===== src/rtl/palette_pkg.sv =====
// Shared types and constants for the sprite palette / fade controller.
package palette_pkg;

  typedef struct packed {
    logic [3:0] r;
    logic [3:0] g;
    logic [3:0] b;
  } rgb12_t;

  typedef enum logic [1:0] {STEADY, FADE_OUT, FADE_IN} fade_state_t;

  localparam int         NUM_CH  = 3;
  localparam logic [3:0] LVL_MAX = 4'hF;
  localparam logic [3:0] LVL_MIN = 4'h0;

  // Entry 0 is the chroma key and is never scaled.
  localparam rgb12_t DEFAULT_PALETTE [16] = '{
    12'hE00, 12'h000, 12'hBA7, 12'h041, 12'h420, 12'h052, 12'h021, 12'h950,
    12'h243, 12'h640, 12'h010, 12'h372, 12'h011, 12'h210, 12'h222, 12'h142
  };

endpackage


===== src/rtl/palette_scale.sv =====
// One colour channel scaled by brightness: (c * (lvl+1)) >> 4.
module palette_scale (
  input  logic [3:0] chan,
  input  logic [3:0] lvl,
  output logic [3:0] scaled
);

  logic [7:0] prod;
  logic [7:0] lvl_p1;

  // 15*16 = 240 fits in 8 bits, so no overflow guard is needed.
  always_comb begin
    lvl_p1 = {4'd0, lvl} + 8'd1;
    prod   = {4'd0, chan} * lvl_p1;
    scaled = prod[7:4];
  end

endmodule


===== src/rtl/palette_fade_ctrl.sv =====
// Sprite palette owner with frame-synchronous global fade.
// Optional macro PALETTE_FADE_WRITE_EN: makes the palette a writable
// register array; without it the palette is the constant default and
// the wr_* port is ignored.
module palette_fade_ctrl
  import palette_pkg::*;
#(
  parameter int STEP_FRAMES = 4,
  parameter int INIT_LEVEL  = 15
) (
  input  logic        Clk,
  input  logic        Reset_n,
  input  logic        vsync_pulse,
  input  logic        fade_out_req,
  input  logic        fade_in_req,
  input  logic [3:0]  pix_index,
  output logic [3:0]  red,
  output logic [3:0]  green,
  output logic [3:0]  blue,
  output logic        transparent,
  output logic [3:0]  level,
  output logic        busy,
  output logic        done,
  input  logic        wr_en,
  input  logic [3:0]  wr_addr,
  input  logic [11:0] wr_data
);

  localparam logic [7:0] CNT_LAST = 8'(STEP_FRAMES - 1);
  localparam logic [3:0] LVL_INIT = 4'(INIT_LEVEL);

  fade_state_t state, state_n;
  logic [7:0]  cnt, cnt_n;
  logic [3:0]  level_n;
  logic        done_n;

  rgb12_t                      src;
  logic [NUM_CH-1:0][3:0]      ch_in;
  logic [NUM_CH-1:0][3:0]      ch_sc;

`ifdef PALETTE_FADE_WRITE_EN
  rgb12_t pal [16];

  // Palette storage: reset reloads defaults, writes land at the edge so a
  // same-cycle lookup still sees the old entry.
  always_ff @(posedge Clk or negedge Reset_n) begin
    if (!Reset_n) pal <= DEFAULT_PALETTE;
    else if (wr_en) pal[wr_addr] <= rgb12_t'(wr_data);
  end

  assign src = pal[pix_index];
`else
  logic unused_wr;
  assign unused_wr = ^{wr_en, wr_addr, wr_data};
  assign src       = DEFAULT_PALETTE[pix_index];
`endif

  // Three channel lanes share one brightness level.
  assign ch_in = {src.r, src.g, src.b};

  palette_scale u_scale [NUM_CH-1:0] (
    .chan   (ch_in),
    .lvl    (level),
    .scaled (ch_sc)
  );

  // Registered lookup; the chroma key bypasses scaling.
  always_ff @(posedge Clk or negedge Reset_n) begin
    if (!Reset_n) begin
      {red, green, blue} <= '0;
      transparent        <= 1'b0;
    end else begin
      transparent        <= (pix_index == 4'd0);
      {red, green, blue} <= (pix_index == 4'd0) ? src : ch_sc;
    end
  end

  // Fade state, level, frame counter and done pulse registers.
  always_ff @(posedge Clk or negedge Reset_n) begin
    if (!Reset_n) begin
      state <= STEADY;
      level <= LVL_INIT;
      cnt   <= '0;
      done  <= 1'b0;
    end else begin
      state <= state_n;
      level <= level_n;
      cnt   <= cnt_n;
      done  <= done_n;
    end
  end

  // Next-state: requests take priority over a coincident vsync step;
  // fade_out wins when both requests arrive together.
  always_comb begin
    state_n = state;
    level_n = level;
    cnt_n   = cnt;
    done_n  = 1'b0;
    case (state)
      STEADY: begin
        if (fade_out_req) begin
          if (level != LVL_MIN) begin state_n = FADE_OUT; cnt_n = '0; end
          else done_n = 1'b1;
        end else if (fade_in_req) begin
          if (level != LVL_MAX) begin state_n = FADE_IN; cnt_n = '0; end
          else done_n = 1'b1;
        end
      end
      FADE_OUT: begin
        if (fade_in_req && !fade_out_req) begin
          // Reversal while still at the new target simply finishes.
          if (level == LVL_MAX) begin state_n = STEADY; done_n = 1'b1; end
          else begin state_n = FADE_IN; cnt_n = '0; end
        end else if (vsync_pulse) begin
          if (cnt == CNT_LAST) begin
            cnt_n   = '0;
            level_n = level - 4'd1;
            if (level == 4'd1) begin state_n = STEADY; done_n = 1'b1; end
          end else cnt_n = cnt + 8'd1;
        end
      end
      FADE_IN: begin
        if (fade_out_req) begin
          if (level == LVL_MIN) begin state_n = STEADY; done_n = 1'b1; end
          else begin state_n = FADE_OUT; cnt_n = '0; end
        end else if (vsync_pulse) begin
          if (cnt == CNT_LAST) begin
            cnt_n   = '0;
            level_n = level + 4'd1;
            if (level == 4'd14) begin state_n = STEADY; done_n = 1'b1; end
          end else cnt_n = cnt + 8'd1;
        end
      end
      default: state_n = STEADY;
    endcase
  end

  // Moore outputs.
  always_comb begin
    busy = (state != STEADY);
  end

endmodule

===== config.mk =====
export PLATFORM = sky130hd
export DESIGN_NAME = palette_fade_ctrl
export DESIGN_NICKNAME = d
export VERILOG_FILES = /design/src/rtl/palette_pkg.sv /design/src/rtl/palette_scale.sv /design/src/rtl/palette_fade_ctrl.sv
export SDC_FILE = /design/constraint.sdc
export NUM_CORES = 1
export LEC_CHECK = 0
export ABC_AREA = 1
export CAP_MARGIN = 0
export CORE_ASPECT_RATIO = 0.5
export CORE_MARGIN = 2
export CORE_UTILIZATION = 40
export CTS_BUF_LIST = sky130_fd_sc_hd__clkbuf_2 sky130_fd_sc_hd__clkbuf_4 sky130_fd_sc_hd__clkbuf_8
export DETAILED_ROUTE_END_ITERATION = 8
export PLACE_DENSITY = 0.64
export REMOVE_ABC_BUFFERS = 1
export SYNTH_ARGS = -nofsm -noshare
export SYNTH_HDL_FRONTEND = slang
export SYNTH_SLANG_ARGS = --single-unit

===== constraint.sdc =====
create_clock -name Clk -period 11.7 [get_ports Clk]
set_input_delay 2.34 -clock Clk [delete_from_list [all_inputs] [get_ports Clk]]
set_output_delay 2.34 -clock Clk [all_outputs]
set_load 0.05 [all_outputs]

==> flow_metrics.env <==
export IMPL_place_port_buffers=27
export IMPL_avgSynthCellArea_um2=7.318
export IMPL_worst_slew_pin_slew_ps=606.4
export IMPL_die_area_mm2=0.009287
export IMPL_dr_pass1_iters=5
export IMPL_min_path_type="reg -> reg"
export IMPL_syn_inst=464
export IMPL_reg2reg_depth=16
export IMPL_ys_seq_elements=28
export IMPL_reg2reg_to="green[3]"
export IMPL_switching_share_pct=52.45
export IMPL_area_growth_pct=12.09
export IMPL_layout_setup_ws_ps=5637
export IMPL_clkTransAtPathRegs_ps=100
export IMPL_finalHoldViolCount=0
export IMPL_reg2reg_slack_ps=7180
export IMPL_ys_warn_count=0
export IMPL_grtUsageTotal_pct=17.12
export IMPL_coreArea_mm2=0.008115
export IMPL_dieHeight_um=69.15
export IMPL_async_reset_ff_share_pct=100.0
export IMPL_final_common_cell="nand2_1"
export IMPL_path_class="in -> reg"
export IMPL_grt_pass1_vias=2881
export IMPL_min_from="state[0]"
export IMPL_cts_sinks=28
export IMPL_place_ws_ps=5360
export IMPL_yosysSeqAreaShare_pct=20.78
export IMPL_cts_max_path_buffers=2
export IMPL_drive_gt1_share_pct=9.202
export IMPL_clock_latency_ps=280
export IMPL_grt_remaining_overflow=0
export IMPL_synth_area_mm2=0.003396
export IMPL_comb_power_share_pct=66.3
export IMPL_cp_max_fo=9
export IMPL_startpoint_type="input pin"
export IMPL_dp_hpwl_um=5934
export IMPL_critPathTopFamily="adder cells"
export IMPL_cts_root_buf="clkbuf_8"
export IMPL_final_cell_mix="93 x nand2_1, 72 x inv_1, 51 x nor2_1, 45 x nand3_1, 43 x ha_1"
export IMPL_hold_buffers=0
export IMPL_finClkSkew_ps=1.072
export IMPL_htreeDepth=1
export IMPL_instances_no_fill=601
export IMPL_setup_violations=0
export IMPL_cp_required_ps=11870
export IMPL_hold_path_end="state[0]"
export IMPL_cp_slowest_stage_delay_ps=750
export IMPL_total_power_mw=0.5947
export IMPL_synth_edf_count=0
export IMPL_crit_buf_inv=6
export IMPL_antenna_found_initial=0
export IMPL_powerDensity_mw_per_mm2=156.2
export IMPL_period_needed_ps=6063
export IMPL_postCtsSetupRepairBufs=0
export IMPL_start_util_pct=41.84
export IMPL_synth_flop_cell="dfrtp_1"
export IMPL_routed_via_density=4.932
export IMPL_gp_congestion=0.8547
export IMPL_rsz0062_at_grt="no"
export IMPL_seqPwrFrac_pct=23.2
export IMPL_fin_area_mm2=0.003806
export IMPL_cts_buffers=3
export IMPL_crit_arrival_ps=6230
export IMPL_routed_wl_um=7308
export IMPL_hold_depth=2
export IMPL_route_detailed_drc=0
export IMPL_drv_slew=0
export IMPL_leakagePower_nw=2.031
export IMPL_layout_nets=571
export IMPL_status="finished clean"
export IMPL_wl_per_cell_um=12.16
export IMPL_p_sw_mw=0.3119
export IMPL_ant_nets=0
export IMPL_insertedDiodeCount=0
export IMPL_fin_tns_setup_ps=0
export IMPL_synth_cell_types=50
export IMPL_place_inst=597
export IMPL_post_route_period_util_pct=51.82
export IMPL_fmax_ghz=0.1649
export IMPL_clkPwrFrac_pct=10.6
export IMPL_cpMaxStageDelayCell="clkdlybuf4s50_1"
export IMPL_row_count=23
export IMPL_slew_headroom_pct=59.44
export IMPL_ir_drop_mv=0.06068
export IMPL_drt_initial_drc_count=179
export IMPL_placed_area_mm2=0.003751
export IMPL_grt_max_degree=29
export IMPL_cts_resized=0
export IMPL_cp_end_kind="register"
export IMPL_path_common_cell="nand2_1"
export IMPL_grt_pass1_wl_um=13170
export IMPL_cts_tree="done"
export IMPL_reg2reg_from="level[0]"
export IMPL_route_vias_total=2964
export IMPL_maxCapViolCount=0
export IMPL_cp_cell_sequence="clkdlybuf4s50_1, inv_6, nand2_1, inv_1, o21ai_0, inv_1, nand2_1, fa_1, fa_1, inv_1, ha_1, inv_1, nor4_1, nand3_1, nand2_1, nand2_1, nand3_1, nand2_1"
export IMPL_ioPinCount=45
export IMPL_intPower_mw=0.2828
export IMPL_die_w_um=134.3
Yosys cell counts, drive strengths merged (4+ instances only):
| library cell | n | area share, % |
|---|---|---|
| a21oi | 15 | 2.2 |
| buf | 7 | 1.8 |
| dfrtp | 24 | 18 |
| dfstp | 4 | 3.1 |
| fa | 12 | 7.1 |
| ha | 43 | 16 |
| inv | 79 | 9.0 |
| nand2 | 104 | 13 |
| nand3 | 49 | 8.0 |
| nand4 | 9 | 1.7 |
| nor2 | 56 | 7.3 |
| nor3 | 10 | 2.0 |
| o21ai | 18 | 2.8 |
| or2 | 4 | 0.74 |
| xor2 | 10 | 2.6 |
per-stage QoR:
stage / hold slack, ps / util, %
after floorplan: 502.7 / -
after global routing: 605.9 / 46.90
after CTS: 568.4 / 46.90
after detailed placement: 541.3 / 46.22
final: 559.0 / 46.90
after global placement: 538.2 / 46.22
final cells by class:
| type | count | area, um2 |
|---|---|---|
| inverter | 80 | 307.8 |
| sequential | 28 | 705.7 |
| clock buffer | 4 | 55.05 |
| tap | 112 | 140.1 |
| multi-input combinational | 349 | 2320 |
| timing repair buffer | 28 | 277.8 |
| fill | 855 | 4309 |
worst register-to-register path: stages (launching register included):
cell	delay (ps)
dfstp_2	700
clkinv_1	390
ha_1	590
inv_1	240
nor2_1	200
inv_1	80
fa_1	530
fa_1	560
inv_1	40
ha_1	340
inv_1	80
nor4_1	230
nand3_1	180
nand2_1	100
nand2_1	50
nand3_1	60
nand2_1	50
registers in the layout, summed over array words and instances, names as in the netlist:
register	cells
red	4
state	2
transparent	1
done	1
cnt	8
green	4
level	4
blue	4
kinds of logic after synthesis:
group | after synthesis | share of synthesized area, %
compound gates | 43 | 7.406
xor+xnor | 11 | 2.837
fa+ha+maj | 55 | 22.92
buf+inv | 87 | 10.91
flops | 28 | 20.78
simple gates | 240 | 35.15
layer usage:
layer / track usage [%] / up-vias / share of wire [%]
met1: 25.37 / 1367 / 51
met4: 2.105 / 0 / 0.55
met2: 27.78 / 50 / 43
met5: 0 / - / 0
li1: - / 1541 / -
met3: 1.619 / 6 / 5.4
power groups by stage:
stage,registers (mW),clock network (mW),logic [mW]
floorplan,0.190,0,0.238
global route,0.141,0.0697,0.447
finish,0.138,0.0628,0.394
CTS,0.138,0.0654,0.395
global placement,0.139,0,0.392
detailed placement,0.140,0,0.393
worst max path at each step:
stage | startpoint | endpoint | slack (ps) | cells past startpoint
after detailed placement | pix_index[2] | green[3] | 5360 | 18
final | pix_index[2] | green[3] | 5640 | 18
after floorplan | pix_index[0] | red[3] | 6410 | 19
after global routing | pix_index[2] | green[3] | 5360 | 18
after global placement | pix_index[2] | green[3] | 5370 | 18
after CTS | pix_index[2] | green[3] | 5640 | 18
Power figures use the tool's default switching activity.
